<file path="src/rtl/data_mem_arbiter.sv">
`default_nettype none
// ============================================================================
// Module      : data_mem_arbiter
// Description : Shares the single-port data memory between the pipeline MEM
//               stage and the debug unit, holding each access for WAIT_CYCLES
//               cycles and stalling the pipeline until its data returns.
//               Optional macro ARB_DBG_WRITE_EN adds debug write capability.
// Revision    : 1.0 - initial release
// ============================================================================
module data_mem_arbiter #(
    parameter int N_BITS      = 32,
    parameter int N_BITS_ADDR = 10,
    parameter int WAIT_CYCLES = 2
) (
    input  logic                   i_clk,
    input  logic                   i_reset,
    input  logic                   i_valid,
    input  logic                   i_memRead,
    input  logic                   i_memWrite,
    input  logic [N_BITS_ADDR-1:0] i_addr_mem,
    input  logic [N_BITS-1:0]      i_wdata_mem,
    output logic [N_BITS-1:0]      o_rdata_mem,
    output logic                   o_stall,
    input  logic                   i_dbg_req,
    input  logic [N_BITS_ADDR-1:0] i_dbg_addr,
`ifdef ARB_DBG_WRITE_EN
    input  logic                   i_dbg_we,
    input  logic [N_BITS-1:0]      i_dbg_wdata,
`endif
    output logic [N_BITS-1:0]      o_dbg_rdata,
    output logic                   o_dbg_ack,
    output logic                   o_mem_en,
    output logic                   o_mem_we,
    output logic [N_BITS_ADDR-1:0] o_mem_addr,
    output logic [N_BITS-1:0]      o_mem_wdata,
    input  logic [N_BITS-1:0]      i_mem_rdata
);

    localparam int               CNT_W    = (WAIT_CYCLES > 1) ? $clog2(WAIT_CYCLES) : 1;
    localparam logic [CNT_W-1:0] CNT_LAST = CNT_W'(WAIT_CYCLES - 1);

    localparam logic OWN_PIPE = 1'b0;
    localparam logic OWN_DBG  = 1'b1;

    localparam logic [1:0] S_IDLE = 2'd0;
    localparam logic [1:0] S_ACC  = 2'd1;
    localparam logic [1:0] S_DONE = 2'd2;

    logic [1:0]             state_q,      state_d;
    logic                   owner_q,      owner_d;
    logic                   last_grant_q, last_grant_d;
    logic [CNT_W-1:0]       cnt_q,        cnt_d;
    logic                   mem_en_q,     mem_en_d;
    logic                   mem_we_q,     mem_we_d;
    logic [N_BITS_ADDR-1:0] mem_addr_q,   mem_addr_d;
    logic [N_BITS-1:0]      mem_wdata_q,  mem_wdata_d;
    logic [N_BITS-1:0]      rdata_mem_q,  rdata_mem_d;
    logic [N_BITS-1:0]      dbg_rdata_q,  dbg_rdata_d;

    logic              w_pipe_req;
    logic              w_grant_dbg;
    logic              w_done_pipe;
    logic              w_dbg_we;
    logic [N_BITS-1:0] w_dbg_wdata;

`ifdef ARB_DBG_WRITE_EN
    assign w_dbg_we    = i_dbg_we;
    assign w_dbg_wdata = i_dbg_wdata;
`else
    assign w_dbg_we    = 1'b0;
    assign w_dbg_wdata = '0;
`endif

    assign w_pipe_req  = i_valid & (i_memRead | i_memWrite);
    // On a tie the requester that did not win last time is served.
    assign w_grant_dbg = i_dbg_req & (~w_pipe_req | (last_grant_q == OWN_PIPE));
    assign w_done_pipe = (state_q == S_DONE) && (owner_q == OWN_PIPE);

    // Gated by reset so every output reads zero while reset is held.
    assign o_stall     = i_reset & w_pipe_req & ~w_done_pipe;
    assign o_dbg_ack   = (state_q == S_DONE) && (owner_q == OWN_DBG);

    assign o_rdata_mem = rdata_mem_q;
    assign o_dbg_rdata = dbg_rdata_q;
    assign o_mem_en    = mem_en_q;
    assign o_mem_we    = mem_we_q;
    assign o_mem_addr  = mem_addr_q;
    assign o_mem_wdata = mem_wdata_q;

    always_comb begin
        state_d      = state_q;
        owner_d      = owner_q;
        last_grant_d = last_grant_q;
        cnt_d        = cnt_q;
        mem_en_d     = mem_en_q;
        mem_we_d     = mem_we_q;
        mem_addr_d   = mem_addr_q;
        mem_wdata_d  = mem_wdata_q;
        rdata_mem_d  = rdata_mem_q;
        dbg_rdata_d  = dbg_rdata_q;

        case (state_q)
            S_IDLE: begin
                if (w_pipe_req | i_dbg_req) begin
                    state_d      = S_ACC;
                    owner_d      = w_grant_dbg;
                    last_grant_d = w_grant_dbg;
                    cnt_d        = '0;
                    mem_en_d     = 1'b1;
                    if (w_grant_dbg) begin
                        mem_addr_d  = i_dbg_addr;
                        mem_wdata_d = w_dbg_wdata;
                        mem_we_d    = w_dbg_we;
                    end else begin
                        mem_addr_d  = i_addr_mem;
                        mem_wdata_d = i_wdata_mem;
                        mem_we_d    = i_memWrite;
                    end
                end
            end
            S_ACC: begin
                cnt_d = cnt_q + 1'b1;
                if (cnt_q == CNT_LAST) begin
                    if (owner_q == OWN_DBG) begin
                        dbg_rdata_d = i_mem_rdata;
                    end else begin
                        rdata_mem_d = i_mem_rdata;
                    end
                    mem_en_d = 1'b0;
                    mem_we_d = 1'b0;
                    state_d  = S_DONE;
                end
            end
            S_DONE: begin
                state_d = S_IDLE;
            end
            default: begin
                state_d = S_IDLE;
            end
        endcase
    end

    always_ff @(posedge i_clk or negedge i_reset) begin
        if (!i_reset) begin
            state_q      <= S_IDLE;
            owner_q      <= OWN_PIPE;
            last_grant_q <= OWN_DBG;
            cnt_q        <= '0;
            mem_en_q     <= 1'b0;
            mem_we_q     <= 1'b0;
            mem_addr_q   <= '0;
            mem_wdata_q  <= '0;
            rdata_mem_q  <= '0;
            dbg_rdata_q  <= '0;
        end else begin
            state_q      <= state_d;
            owner_q      <= owner_d;
            last_grant_q <= last_grant_d;
            cnt_q        <= cnt_d;
            mem_en_q     <= mem_en_d;
            mem_we_q     <= mem_we_d;
            mem_addr_q   <= mem_addr_d;
            mem_wdata_q  <= mem_wdata_d;
            rdata_mem_q  <= rdata_mem_d;
            dbg_rdata_q  <= dbg_rdata_d;
        end
    end

endmodule
`default_nettype wire

</file>
<file path="config.mk">
export PLATFORM = sky130hd
export DESIGN_NAME = data_mem_arbiter
export DESIGN_NICKNAME = d
export VERILOG_FILES = /design/src/rtl/data_mem_arbiter.sv
export SDC_FILE = /design/constraint.sdc
export NUM_CORES = 1
export LEC_CHECK = 0
export CAP_MARGIN = 10
export CORE_MARGIN = 5
export CORE_UTILIZATION = 45
export DETAILED_ROUTE_END_ITERATION = 10
export PLACE_DENSITY = 0.86
export SLEW_MARGIN = 10
export SYNTH_ARGS = -nofsm -noshare
export SYNTH_HDL_FRONTEND = slang
export SYNTH_SLANG_ARGS = --single-unit
</file>
<file path="constraint.sdc">
create_clock -name i_clk -period 4.15 [get_ports i_clk]
set_input_delay 1.245 -clock i_clk [delete_from_list [all_inputs] [get_ports i_clk]]
set_output_delay 1.245 -clock i_clk [all_outputs]
set_load 0.05 [all_outputs]
</file>
==> flow_metrics.py <==
metrics = {
    "outcome": {
        "status": "finished clean",
    },
    "clock_network": {
        "cts-buffers-inserted": 17,
        "clockRootBuffer": "clkbuf_8",
        "path_clk_slew_ns": 0.05,
        "cts_tree": "yes",
        "h-tree-depth": 4,
        "cts_hold_buf": 0,
        "post_cts_resized": 0,
        "clk_latency_ns": 0.49,
        "post_cts.repair.setup_buffers": 0,
        "cts_sinks": 113,
        "max-clock-path-buffers": 2,
    },
    "setup_path": {
        "worstPathCellList": "clkdlybuf4s50_1, o21ai_1, nor3b_1, buf_12",
        "path_depth": 4,
        "slowest_delay_ns": 0.55,
        "cp_num_buf_inv": 2,
        "cp.arrival_ns": 2.56,
        "r2r-start": "state_q[0]",
        "reg2reg_setup_slack_ns": 2.01,
        "reg2regPathDepth": 3,
        "critical-path-top-delay-family": "buffers and inverters",
        "crit_path_end": "o_stall",
        "path_class": "primary input to output port",
        "startpoint": "i_memWrite",
        "critical_path.max_fanout": 5,
        "crit_slowest_cell": "clkdlybuf4s50_1",
        "cp-end-kind": "output port",
        "worstSetupStartpointType": "primary input",
        "r2r_end": "o_mem_we",
        "required_ns": 2.90,
    },
    "sta": {
        "fmax_mhz": 263,
        "min_period_ns": 3.81,
        "max_slew_margin": 0.344,
        "rsz0062_at_grt": "no",
        "min_period_over_period": 0.918,
        "clock_skew_ns": 0.00768,
        "fin_hold_ws_ns": 0.476,
        "setup_viol": 0,
        "setup_tns_ns": 0,
        "hold_viol_final": 0,
        "final-max-slew-violation-count": 0,
        "fin_ws_ns": 0.341,
        "worst_slew_pin_slew_ns": 0.981,
    },
    "detailed_routing": {
        "ant_nets": 0,
        "wire_per_inst_um": 18.1,
        "wirelength_um": 11700,
        "drtPass1Iterations": 4,
        "vias": 3292,
        "via_per_inst": 5.11,
        "remaining_drc_errors": 0,
        "first_iter_violations": 144,
    },
    "min_path": {
        "min_path_type": "flip-flop to flip-flop",
        "worstHoldStart": "o_mem_en",
    },
    "placed_design": {
        "globalplace.congestion": 0.903,
        "dp_hpwl_um": 8540,
        "pre_cts_slack_ns": 0.339,
        "port_buffers": 199,
        "dp.cells": 612,
    },
    "synth": {
        "synth_top_area_frac": 0.635,
        "syn-num-nets": 387,
        "netlist_instances": 297,
        "yosys_warnings": 0,
        "synth.avg_cell_area_um2": 14.9,
        "ys_ff_latch": 113,
        "synth_cell_types": 35,
        "netlist_area_mm2": 0.00442,
        "yosys.area.top_type": "dfrtp_1",
        "yosysSeqAreaShare": 0.641,
        "netlist_top_cells_area": "dfrtp_1 63%, mux2_2 16%, a22o_1 6.3%",
    },
    "global_routing": {
        "grt_usage": 0.202,
        "antenna_found_initial": 0,
        "grt_pass1_vias": 3574,
        "grt_pass1_wl_um": 18300,
        "grt_max_degree": 66,
        "overflow": 0,
    },
    "die": {
        "coreArea_mm2": 0.00968,
        "die_h_um": 109,
        "fp.dieW_um": 109,
        "initial_core_util": 0.456,
        "ios": 200,
        "num_rows": 36,
        "dieArea_mm2": 0.0119,
    },
    "finish": {
        "drive_above_1_share": 0.202,
        "final_common_cell": "clkdlybuf4s50_1",
        "finalNetCount": 588,
        "final_cells": 644,
        "layout_common_cells": "197 x clkdlybuf4s50_1, 112 x dfrtp_1, 61 x mux2_2",
        "syn2layout_area_growth_pct": 59.1,
        "diodes": 0,
    },
    "flow_run": {
        "drv_cap": 0,
    },
}
==> metrics by stage <==
step           area [um2]  utilization
5_1_grt              7030        0.726
4_1_cts              7030        0.726
2_1_floorplan        4420            -
6_report             7030        0.726
3_3_place_gp         6460        0.667
3_5_place_dp         6460        0.667
==> how the worst min path moves through the flow <==
stage / end / slack, ns / cells past startpoint
floorplan: state_q[0] / 0.48 / 1
global placement: o_mem_en / 0.46 / 2
detailed placement: o_mem_en / 0.47 / 2
CTS: o_mem_en / 0.48 / 2
global route: o_mem_wdata[12] / 0.51 / 1
finish: o_mem_en / 0.48 / 2
==> worst register-to-register path, delay by kind of cell (launching register included) <==
kind,cells,cell delay [ns]
AO/OA/AOI/OAI,1,0.43
flip-flops,1,0.42
AND/OR/NAND/NOR,2,1.19
==> registers in the layout (all words and copies together), names as in the netlist <==
signal and count:
last_grant_q 1, o_rdata_mem 32, o_mem_wdata 32, state_q 2
o_mem_addr 10, o_mem_en 1, o_dbg_rdata 32, o_mem_we 1
owner_q 1, cnt_q 1
==> per-layer routing <==
| layer | vias up | GRT usage | share of wire |
|---|---|---|---|
| met5 | - | 0 | 0 |
| met2 | 150 | 0.335 | 0.51 |
| met3 | 15 | 0.0616 | 0.075 |
| li1 | 1514 | - | - |
| met4 | 0 | 0.0712 | 0.015 |
| met1 | 1613 | 0.252 | 0.40 |
==> logic make-up (layout without fill, tap and decap cells) <==
logic type / count (synthesis) / in the layout / synth area share
buffers and inverters: 23 / 237 / 0.0354
flip-flops: 113 / 113 / 0.641
AND/OR/NAND/NOR: 25 / 25 / 0.0371
AO/OA/AOI/OAI: 71 / 71 / 0.122
multiplexers: 64 / 64 / 0.163
XOR/XNOR: 1 / 1 / 0.00198
==> synth_stat cells, drive strengths merged <==
| master | instances |
|---|---|
| dfrtp | 112 |
| mux2 | 64 |
| a22o | 32 |
| a31oi | 20 |
| buf | 14 |
| o21ai | 12 |
| nand3 | 11 |
| clkbuf | 6 |
| inv | 3 |
| nand2 | 3 |
| a32o | 2 |
| nor2 | 2 |
| nor3b | 2 |
| or2 | 2 |
| a211oi | 1 |
| a21oi | 1 |
| and2 | 1 |
| and3b | 1 |
| dfstp | 1 |
| nand2b | 1 |
| nand3b | 1 |
| o211a | 1 |
| o211ai | 1 |
| o32ai | 1 |
| or3 | 1 |
| xnor2 | 1 |
==> cell type report <==
type / count / area (um2)
well taps: 133 / 166
clock buffers: 22 / 453
flip-flops and latches: 113 / 2830
inverters: 3 / 11.3
clock inverters: 10 / 110
fillers: 652 / 2660
multi-input cells: 161 / 1440
repair buffers: 202 / 2020
Power is left out: the tool's default activity adds up to more than one toggle a clock period on the data nets, which glitch-free logic cannot reach.
